--- src/rtl/instruction_sequencer.sv ---
// Step counter (T0-T3) and instruction register for the 9-bit simple processor,
// with stall, step-timeout fault and retired-instruction bookkeeping.
module instruction_sequencer #(
    parameter int IW = 9,
    parameter int RW = 8
) (
    input  logic          clock,
    input  logic          reset,
    input  logic          run,
    input  logic          stall,
    input  logic [IW-1:0] iin,
    input  logic          clear,
    output logic [IW-1:0] ir,
    output logic [1:0]    count,
    output logic          ir_load,
    output logic          busy,
    output logic          done,
    output logic          fault,
    output logic [RW-1:0] retired
);

    typedef enum logic [1:0] {
        T0 = 2'd0,
        T1 = 2'd1,
        T2 = 2'd2,
        T3 = 2'd3
    } step_e;

    step_e         step_q, step_d;
    logic [IW-1:0] ir_q, ir_d;
    logic          done_q, done_d;
    logic          fault_q, fault_d;
    logic [RW-1:0] retired_q, retired_d;

    logic accept;
    logic complete;
    logic timeout;

    // clear only ends an instruction once it has left T0; T3 without clear is a timeout.
    assign accept   = (step_q == T0) && run && !stall && !reset;
    assign complete = (step_q != T0) && clear && !stall;
    assign timeout  = (step_q == T3) && !clear && !stall;

    always_comb begin
        step_d    = step_q;
        ir_d      = ir_q;
        done_d    = 1'b0;
        fault_d   = fault_q;
        retired_d = retired_q;

        if (!stall) begin
            unique case (step_q)
                T0: begin
                    if (run) begin
                        step_d = T1;
                        ir_d   = iin;
                    end
                end
                T1:      step_d = clear ? T0 : T2;
                T2:      step_d = clear ? T0 : T3;
                T3:      step_d = T0;
                default: step_d = T0;
            endcase
        end

        if (complete) begin
            done_d    = 1'b1;
            retired_d = retired_q + {{(RW-1){1'b0}}, 1'b1};
        end
        if (timeout) begin
            fault_d = 1'b1;
        end
    end

    always_ff @(posedge clock) begin
        if (reset) begin
            step_q    <= T0;
            ir_q      <= '0;
            done_q    <= 1'b0;
            fault_q   <= 1'b0;
            retired_q <= '0;
        end else begin
            step_q    <= step_d;
            ir_q      <= ir_d;
            done_q    <= done_d;
            fault_q   <= fault_d;
            retired_q <= retired_d;
        end
    end

    assign ir      = ir_q;
    assign count   = step_q;
    assign ir_load = accept;
    assign busy    = (step_q != T0);
    assign done    = done_q;
    assign fault   = fault_q;
    assign retired = retired_q;

endmodule

--- config.mk ---
export PLATFORM = sky130hd
export DESIGN_NAME = instruction_sequencer
export DESIGN_NICKNAME = d
export VERILOG_FILES = /design/src/rtl/instruction_sequencer.sv
export SDC_FILE = /design/constraint.sdc
export NUM_CORES = 1
export LEC_CHECK = 0
export BUFFER_PORTS_ARGS = -buffer_cell sky130_fd_sc_hd__buf_2
export CORE_MARGIN = 2
export CORE_UTILIZATION = 45
export CTS_CLUSTER_DIAMETER = 40
export DETAILED_ROUTE_END_ITERATION = 7
export PLACE_DENSITY = 0.85
export SLEW_MARGIN = 15
export SYNTH_ARGS = -nofsm -noshare
export SYNTH_HDL_FRONTEND = slang
export SYNTH_SLANG_ARGS = --single-unit
--- constraint.sdc ---
create_clock -name clock -period 1.6 [get_ports clock]
set_clock_uncertainty 0.05 [all_clocks]
set_input_delay 0.08 -clock clock [delete_from_list [all_inputs] [get_ports clock]]
set_output_delay 0.08 -clock clock [all_outputs]
set_load 0.01 [all_outputs]
==> metrics.md, run 1 <==
| Metric | Value |
|---|---|
| Class of the worst hold path | `input pin to register` |
| PwrDens | `751 nW/um2` |
| CTS Sinks | `21` |
| Post-synth EDFFs | `0` |
| Synth warnings | `0` |
| Initial antenna violation count | `0` |
| Row count | `16` |
| VDD IR-drop max | `0.423 mV` |
| Synthesized cell area | `938 um2` |
| DRC viols | `0` |
| Commonest non-fill, non-tap cell in the layout | `buf_2` |
| Reg power frac | `57.8%` |
| Static Leakage | `0.573 nW` |
| Slowest CP cell | `or4b_4` |
| Setup violations, final | `0` |
| Vias per cell | `5.11` |
| Top_reg_cell synth | `dfxtp_1` |
| CP required | `1.47 ns` |
| Core area | `1960 um2` |
| Hold_ws | `0.0265 ns` |
| Clock Pin Slew Worst Setup and Hold Paths | `0.12 ns` |
| Clock power share | `27.9%` |
| Most frequent cells in the layout | `buf_2, nand2_1, dfxtp_1` |
| Area contributors post-synth | `dfxtp_1, nand2_1, a21oi_1, nor2_1, mux2_1` |
| Inserted Clock Buffers | `3` |
| Largest net degree at the start of global routing | `27` |
| Max layer used | `met4` |
| WP data arrival | `1.42 ns` |
| Critical path class | `register to primary output` |
| Worst-Margin Slew | `0.490 ns` |
| Final nets | `172` |
| Area fraction of the dominant cell type after synthesis | `44.8%` |
| Area growth from synthesis to layout | `34.1%` |
| Switching share of power | `26.6%` |
| Highest clock rate | `644 MHz` |
| WL/cell | `11.9 um` |
| Die area | `2470 um2` |
| Maxcap violations | `0` |
| H-tree depth | `1` |
| RSZ-0062 raised after global routing | `yes` |
| Leading area contributor after synthesis | `dfxtp_1` |
| Die X | `49.7 um` |
| Fillers | `173` |
| Post-DP HPWL | `1.51 mm` |
| CTS Buffer Depth | `2` |
| Period utilization | `97.1%` |
| Detail Route met3 WL | `104 um` |
| Routability cong. | `0.748` |
| Outcome | `finished clean` |
| Met2 WL | `1.02 mm` |
| Max-slew violation count | `0` |
| Initial Util | `47.8%` |
| # IOs | `37` |
| Share of cells above drive strength 1 | `32.7%` |
| Pre-Repair DR Iteration Count | `4` |
| Routed wire length | `2.18 mm` |
| Total GRT Usage | `19.2%` |
| Slack of the critical path | `0.0469 ns` |
| Final instance area | `1260 um2` |
| First-pass GRT wire length | `3.65 mm` |
| Dpl cell area | `1130 um2` |
| Initial drt markers | `17` |
| Critical Path Sink Type | `primary output` |
| Internal | `693 uW` |
| Clk_lat worst skew | `0.31 ns` |
| Final ANT Viol Nets | `0` |
| Post-route insts no fill | `183` |
| Gate Count Post-Synth | `110` |
| Largest stage delay, worst path | `0.53 ns` |
| Synth Area per Inst | `8.53 um2` |
| CTS root buf | `clkbuf_4` |
| Net Count, Synth | `125` |
| TritonCTS clock tree | `built` |
| Final Hold Fails | `0` |
| Die H | `49.7 um` |
| Placed Instances | `169` |
| Vias in the first global route | `879` |
| Dpl ws | `0.139 ns` |
| Via count | `936` |
| Max FO, Critical Path | `4` |
| Worst-path cell chain | `or4b_4, nor2_1, buf_2` |
| Synth cell types | `28` |
| PortBufs | `36` |
| Slew headroom | `67.2%` |
| Utilization of the core after routing | `64.2%` |
| Startpoint types | `register` |
| # diodes | `0` |
| Psw | `251 uW` |
| Post-synthesis register bit count | `21` |
| Power share of the combinational group | `14.3%` |
| Sequential area share after synthesis | `44.8%` |
| Period minus WS final | `1.55 ns` |
| Congestion Overflow GR | `0` |
| Met1 wire length | `976 um` |
| FFs w/ async S/R, synth | `0%` |
==> cell type report <==
cell class | count | area (um2) | area share (%)
Tap cell | 27 | 33.8 | 2.68
Clock inverter | 1 | 5.00 | 0.398
Inverter | 3 | 11.3 | 0.895
Multi-Input combinational cell | 80 | 470 | 37.4
Clock buffer | 3 | 22.5 | 1.79
Timing Repair Buffer | 48 | 293 | 23.3
Sequential cell | 21 | 423 | 33.6
==> power by group through the flow <==
stage	registers, mW	logic (mW)	clock network [mW]
after global placement	0.555	0.110	0
after detailed placement	0.557	0.114	0
after floorplan	0.563	0.0637	0
after global routing	0.548	0.150	0.291
final	0.546	0.135	0.264
after CTS	0.545	0.135	0.273
==> cells in the mapped netlist, types with 2 or more instances <==
cell / number
o21ai_0: 4
nor2b_1: 5
nand2_1: 21
dfxtp_1: 21
or4_1: 2
nand4_1: 2
o31ai_1: 2
clkbuf_1: 2
buf_6: 2
nand3_1: 3
a21oi_1: 15
mux2_1: 3
inv_1: 3
buf_2: 2
nor4_1: 2
nor2_1: 9
==> flip-flops by register name, summed over array words and instances (netlist names) <==
name     count
done         1
retired      8
count        2
ir           9
fault        1
==> routing by layer <==
layer  global-route usage, %  vias up
met3                    2.73        7
met4                    14.8        0
met1                    21.9      425
li1                        -      471
met2                    32.0       33
met5                       0        -
==> critical path, delay by kind of cell (launching register included) <==
| kind | cells | cell delay (ns) |
|---|---|---|
| buf+inv | 1 | 0.13 |
| simple gates | 2 | 0.62 |
| flops | 1 | 0.37 |
==> cells by family after synthesis <==
group,Yosys count,share of synthesized area (%)
AOI/OAI and AO/OA,22,12.4
adders and majority gates,1,1.33
buffers and inverters,9,5.47
DFF,21,44.8
muxes,4,4.80
and+or+nand+nor,53,31.2
==> worst paths after layout <==
path / startpoint / to / slack, ns / depth (start not counted)
max: count[0] / ir_load / 0.05 / 3
min: clear / retired[1] / 0.03 / 3
max reg2reg: retired[0] / retired[4] / 0.11 / 4
min reg2reg: ir[1] / ir[1] / 0.41 / 2
==> through the flow <==
stage	power [mW]	TNS (ns)
2_1_floorplan	0.627	0
3_3_place_gp	0.666	0
3_5_place_dp	0.671	0
4_1_cts	0.953	0
5_1_grt	0.988	-0.00257
6_report	0.945	0
==> what timing repair did <==
item,CTS,global route
setup endpoints to repair,1,1
setup buffers,1,0
pin swaps,1,0
hold endpoints to repair,9,0
hold buffers,9,0
resized for setup,1,2
Note: power is estimated with default switching activity, not from simulation.
==> run 2: changes to the inputs <==
--- a/config.mk
+++ b/config.mk
@@ -10,7 +10,8 @@
 export CORE_UTILIZATION = 45
 export CTS_CLUSTER_DIAMETER = 40
 export DETAILED_ROUTE_END_ITERATION = 7
-export PLACE_DENSITY = 0.85
+export MAX_ROUTING_LAYER = met4
+export PLACE_DENSITY = 0.75
 export SLEW_MARGIN = 15
 export SYNTH_ARGS = -nofsm -noshare
 export SYNTH_HDL_FRONTEND = slang
==> run 2 against run 1 <==
  * Final area up 0.40%
  * Register-to-register slack better by 0.02 ns
  * Sequential share of layout area down 0.23 points
  * Worst hold slack better by 0.014 ns
  * Via count down 0.43%
  * Critical path depth unchanged
  * First-iteration DRC count down 35%
  * Sequential power about the same
  * Critical endpoint unchanged
==> metrics.md, run 2 (same netlist as run 1, synthesis figures left out) <==
| Metric | Value |
|---|---|
| Worst r2r src | `retired[0]` |
| Critical Path Sink Type | `primary output` |
| WL/cell | `11.7 um (-1.2%)` |
| Most frequent cells in the layout | `buf_2, nand2_1, dfxtp_1` |
| H-tree depth | `1 (unchanged)` |
| Fillers | `176 (+1.7%)` |
| Routed wire length | `2.15 mm (-1.2%)` |
| Met1 wire length | `953 um (-2.4%)` |
| Congestion Overflow GR | `0 (unchanged)` |
| RSZ-0062 raised after global routing | `no` |
| Initial Util | `47.8% (unchanged)` |
| Power share of the combinational group | `14.6% (+0.3 points)` |
| Detail Route met3 WL | `85 um (-18%)` |
| DRC viols | `0 (unchanged)` |
| Area growth from synthesis to layout | `34.7%` |
| Setup TNS | `0 ns (unchanged)` |
| Maxcap violations | `0 (unchanged)` |
| CP required | `1.47 ns (about the same)` |
| Critical path class | `register to primary output` |
| CTS root buf | `clkbuf_4` |
| Core area | `1960 um2 (unchanged)` |
| Met2 WL | `1.08 mm (+5.3%)` |
| Post-DP HPWL | `1.48 mm (-1.9%)` |
| Via count | `932 (-0.43%)` |
| Largest stage delay, worst path | `0.53 ns (about the same)` |
| Commonest non-fill, non-tap cell in the layout | `buf_2` |
| Vias per cell | `5.09 (-0.43%)` |
| Initial antenna violation count | `0 (unchanged)` |
| Inserted Clock Buffers | `3 (unchanged)` |
| WP data arrival | `1.41 ns (about the same)` |
| # IOs | `37 (unchanged)` |
| Psw | `238 uW (-5.2%)` |
| Worst-path cell chain | `or4b_4, nor2_1, buf_2` |
| Switching share of power | `25.6% (-1.0 points)` |
| Max FO, Critical Path | `4 (unchanged)` |
| Final nets | `172 (unchanged)` |
| Clock power share | `26.8% (-1.1 points)` |
| Period minus WS final | `1.54 ns (-0.0125 ns)` |
| Pre-Repair DR Iteration Count | `4 (unchanged)` |
| Outcome | `finished clean` |
| Hold_ws | `0.0406 ns (+0.0141 ns)` |
| Clk_lat worst skew | `0.30 ns (about the same)` |
| Max-slew violation count | `0 (unchanged)` |
| PortBufs | `36 (unchanged)` |
| Final ANT Viol Nets | `0 (unchanged)` |
| VDD IR-drop max | `0.521 mV (+23%)` |
| Internal | `693 uW (-0.11%)` |
| Period utilization | `96.3% (-0.78 points)` |
| Die area | `2470 um2 (unchanged)` |
| Hold path start | `clear` |
| Die X | `49.7 um (unchanged)` |
| Slew headroom | `66.5% (-0.64 points)` |
| Reg power frac | `58.6% (+0.8 points)` |
| TritonCTS clock tree | `built` |
| Startpoint types | `register` |
| CTS Buffer Depth | `2 (unchanged)` |
| Class of the worst hold path | `input pin to register` |
| CP Launch Point | `count[1]` |
| Row count | `16 (unchanged)` |
| CTS Sinks | `21 (unchanged)` |
| Setup violations, final | `0 (unchanged)` |
| # diodes | `0 (unchanged)` |
| Die H | `49.7 um (unchanged)` |
| Highest clock rate | `649 MHz (+0.81%)` |
| Final Hold Fails | `0 (unchanged)` |
| Total GRT Usage | `18.9% (-0.27 points)` |
| Static Leakage | `0.572 nW (about the same)` |
| Slowest CP cell | `or4b_4` |
| Routability cong. | `0.759 (+1.4%)` |
| Clock Pin Slew Worst Setup and Hold Paths | `0.12 ns (about the same)` |
| Dpl cell area | `1130 um2 (unchanged)` |
| Final instance area | `1260 um2 (+0.40%)` |
| Worst-Margin Slew | `0.502 ns (+0.0112 ns)` |
| Max layer used | `met4` |
| First-pass GRT wire length | `3.49 mm (-4.4%)` |
| Initial drt markers | `11 (-6)` |
| Vias in the first global route | `846 (-3.8%)` |
| Largest net degree at the start of global routing | `27 (unchanged)` |
| Share of cells above drive strength 1 | `32.7% (unchanged)` |
| PwrDens | `737 nW/um2 (-1.8%)` |
| Flip-flop count of the largest register after layout | `9 (unchanged)` |
## run 2: final timing paths
path / cells after the start / slack (ns) / end
worst max-delay path: 3 / 0.06 / ir_load
worst min-delay path: 3 / 0.04 / retired[1]
worst max register to register: 4 / 0.13 / retired[4]
worst min register to register: 2 / 0.41 / ir[2]
## run 2: area by class of cell
class                      count  area (um2)  area share (%)
clock inverter                 1        5.00           0.396
multi-input combinational     80         477            37.7
sequential                    21         422            33.4
timing repair buffer          48         293            23.2
clock buffer                   3        22.5            1.78
inverter                       3        11.3           0.891
tap                           27        33.8            2.67
## run 2: per-layer routing
layer  global-route usage [%]  vias to the layer above
met2                     32.4                       24
met4                     8.33                        0
met3                     3.03                        4
met1                     21.7                      431
met5                        -                        -
li1                         -                      473
## run 2: repair_timing
| action | in CTS | in global routing |
|---|---|---|
| endpoints found under the setup margin | 1 | 2 |
| hold buffers | 9 | 0 |
| hold endpoints to repair | 9 | 0 |
| gates resized for setup | 1 | 2 |
| setup buffers | 1 | 0 |
| pin swaps | 1 | 0 |
## run 2: critical path, delay by kind of cell, from the launching register on
kind	cells	cell delay, ns
AND/OR/NAND/NOR	2	0.62
flip-flops	1	0.37
buffers and inverters	1	0.13
## run 2: power groups by stage
stage	combinational (mW)	sequential [mW]	clock, mW
floorplan	0.0637	0.563	0
global placement	0.110	0.556	0
detailed placement	0.113	0.557	0
CTS	0.134	0.546	0.259
global route	0.150	0.548	0.274
finish	0.136	0.546	0.250
## run 2: metrics by stage
stage | cells | setup WS [ns] | util (%) | power [mW]
2_1_floorplan | 110 | 0.0482 | - | 0.627
3_3_place_gp | 169 | 0.183 | 57.5 | 0.666
5_1_grt | 183 | 0.00592 | 64.4 | 0.972
6_report | 183 | 0.0594 | 64.4 | 0.931
3_5_place_dp | 169 | 0.0778 | 57.5 | 0.671
4_1_cts | 183 | 0.0237 | 64.0 | 0.939
==> run 3: changes to the inputs <==
--- a/config.mk
+++ b/config.mk
@@ -10,8 +10,10 @@
 export CORE_UTILIZATION = 45
 export CTS_CLUSTER_DIAMETER = 40
 export DETAILED_ROUTE_END_ITERATION = 7
+export HOLD_SLACK_MARGIN = 0.1
 export MAX_ROUTING_LAYER = met4
 export PLACE_DENSITY = 0.75
+export SKIP_LAST_GASP = 1
 export SLEW_MARGIN = 15
 export SYNTH_ARGS = -nofsm -noshare
 export SYNTH_HDL_FRONTEND = slang
==> run 3 against run 2 <==
  * Final area up 1.6%
  * Largest cell class unchanged
  * Sequential power about the same
  * Via count up 0.43%
  * Global-route usage up 0.20 points
  * Clock power about the same
  * Count of clock-buffer cells in the layout unchanged
  * Critical path depth unchanged
==> metrics.md, run 3 (same netlist as run 1, synthesis figures left out) <==
| Metric | Value |
|---|---|
| CTS Buffer Depth | `2 (unchanged)` |
| Routed wire length | `2.16 mm (+0.56%)` |
| CP Launch Point | `count[1]` |
| Area growth from synthesis to layout | `36.8%` |
| Period utilization | `96.4% (+0.16 points)` |
| Overall Power | `936 uW (+0.58%)` |
| Utilization of the core after routing | `65.4% (+1.0 points)` |
| Routability cong. | `0.759 (unchanged)` |
| Multi-input logic area | `477 um2 (unchanged)` |
| Inserted Clock Buffers | `3 (unchanged)` |
| Pre-Repair DR Iteration Count | `4 (unchanged)` |
| CP required | `1.47 ns (about the same)` |
| Commonest non-fill, non-tap cell in the layout | `buf_2` |
| Die H | `49.7 um (unchanged)` |
| CTS Sinks | `21 (unchanged)` |
| PortBufs | `36 (unchanged)` |
| Initial Util | `47.8% (unchanged)` |
| Dpl cell area | `1130 um2 (unchanged)` |
| Worst r2r src | `retired[0]` |
| Flip-flop count of the largest register after layout | `9 (unchanged)` |
| Max-slew violation count | `0 (unchanged)` |
| WP data arrival | `1.41 ns (about the same)` |
| Worst-Margin Slew | `0.498 ns (-0.00363 ns)` |
| Slew headroom | `66.8% (+0.24 points)` |
| Initial antenna violation count | `0 (unchanged)` |
| PwrDens | `729 nW/um2 (-0.99%)` |
| Initial drt markers | `12 (+1)` |
| WL/cell | `11.7 um (-0.53%)` |
| Core area | `1960 um2 (unchanged)` |
| Critical Path Sink Type | `primary output` |
| Setup TNS | `0 ns (unchanged)` |
| Maxcap violations | `0 (unchanged)` |
| Worst Hold Depth | `4 (+1)` |
| Clock power share | `26.9% (about the same)` |
| RSZ-0062 raised after global routing | `no` |
| Post-DP HPWL | `1.48 mm (unchanged)` |
| Switching share of power | `25.7% (+0.085 points)` |
| Via count | `936 (+0.43%)` |
| Total GRT Usage | `19.1% (+0.20 points)` |
| Power share of the combinational group | `14.9% (+0.3 points)` |
| Die X | `49.7 um (unchanged)` |
| Row count | `16 (unchanged)` |
| Max FO, Critical Path | `4 (unchanged)` |
| Placed Instances | `169 (unchanged)` |
| Most frequent cells in the layout | `buf_2, nand2_1, dfxtp_1` |
| Fillers | `174 (-1.1%)` |
| Period minus WS final | `1.54 ns (+0.00257 ns)` |
| Post-route insts no fill | `185 (+1.1%)` |
| Share of cells above drive strength 1 | `32.3% (-0.41 points)` |
| Worst R2R Path Depth | `4 (unchanged)` |
| DRC viols | `0 (unchanged)` |
| H-tree depth | `1 (unchanged)` |
| RR Endpoint | `retired[4]` |
| WHS Endpoint | `count[0]` |
| Final nets | `174 (+1.2%)` |
| Setup violations, final | `0 (unchanged)` |
| Psw | `241 uW (+0.91%)` |
| Vias in the first global route | `862 (+1.9%)` |
| Clock Pin Slew Worst Setup and Hold Paths | `0.12 ns (about the same)` |
| Reg power frac | `58.3% (-0.3 points)` |
| Congestion Overflow GR | `0 (unchanged)` |
| Die area | `2470 um2 (unchanged)` |
| Final Hold Fails | `0 (unchanged)` |
| Internal | `696 uW (+0.46%)` |
| CTS root buf | `clkbuf_4` |
| Clk_lat worst skew | `0.30 ns (about the same)` |
| First-pass GRT wire length | `3.53 mm (+1.2%)` |
| Final instance area | `1280 um2 (+1.6%)` |
| R2R Setup Slk | `0.13 ns (about the same)` |
| # IOs | `37 (unchanged)` |
| Outcome | `finished clean` |
| Critical path class | `register to primary output` |
| Static Leakage | `0.580 nW (+1.5%)` |
| Register area | `422 um2 (unchanged)` |
| # diodes | `0 (unchanged)` |
| Highest clock rate | `648 MHz (-0.17%)` |
| Final ANT Viol Nets | `0 (unchanged)` |
| VDD IR-drop max | `0.521 mV (about the same)` |
| Startpoint types | `register` |
| Class of the worst hold path | `input pin to register` |
| Vias per cell | `5.06 (-0.66%)` |
| Hold path start | `stall` |
| Largest net degree at the start of global routing | `27 (unchanged)` |
| TritonCTS clock tree | `built` |
-- run 3: changes by cell type in the layout (fill, tap and decap cells not counted) --
cell           delta
dlygate4sd3_1     +2
-- run 3: layout make-up --
type                       count  share of cell area (%)
clock inverter                 1                   0.390
timing repair buffer          50                    24.4
multi-input combinational     80                    37.1
clock buffer                   3                    1.75
inverter                       3                   0.877
tap                           27                    2.63
sequential                    21                    32.8
-- run 3: power groups by stage --
stage	combinational [mW]	clock (mW)	sequential, mW
CTS	0.138	0.259	0.546
detailed placement	0.113	0	0.557
finish	0.139	0.251	0.545
global placement	0.110	0	0.556
floorplan	0.0637	0	0.563
global route	0.154	0.274	0.548
-- run 3: repair_timing --
action | 4_1_cts | 5_1_grt
setup buffers | 1 | 0
resized for setup | 1 | 2
hold buffers | 11 | 0
gates cloned | 0 | 0
endpoints found under the setup margin | 1 | 2
pin swaps | 1 | 0
hold endpoints to repair | 13 | 0
-- run 3: through the flow --
stage / worst slack (ns) / hold slack, ns
after floorplan: 0.0482 / 0.166
after global placement: 0.183 / 0.271
after detailed placement: 0.0778 / 0.279
after CTS: 0.0237 / 0.112
after global routing: 0.00592 / 0.147
final: 0.0568 / 0.143
-- run 3: worst max-delay path by stage --
stage	endpoint	slack (ns)
CTS	ir_load	0.02
detailed placement	retired[4]	0.08
global placement	ir_load	0.18
global route	ir_load	0.006
floorplan	retired[5]	0.05
finish	ir_load	0.06
-- run 3: worst max-delay path, stage by stage, from the launching register on --
cell and delay (ns):
dfxtp_2 0.37, or4b_4 0.53, nor2_1 0.09, buf_2 0.13
-- run 3: routing by layer --
layer | routed length [um] | share of wire [%] | vias to the layer above | GRT usage [%]
li1 | - | - | 479 | -
met1 | 949 | 44 | 429 | 21.5
met2 | 1080 | 50 | 24 | 33.3
met3 | 95 | 4.4 | 4 | 3.03
met4 | 34 | 1.6 | 0 | 8.33
met5 | 0 | 0 | - | -
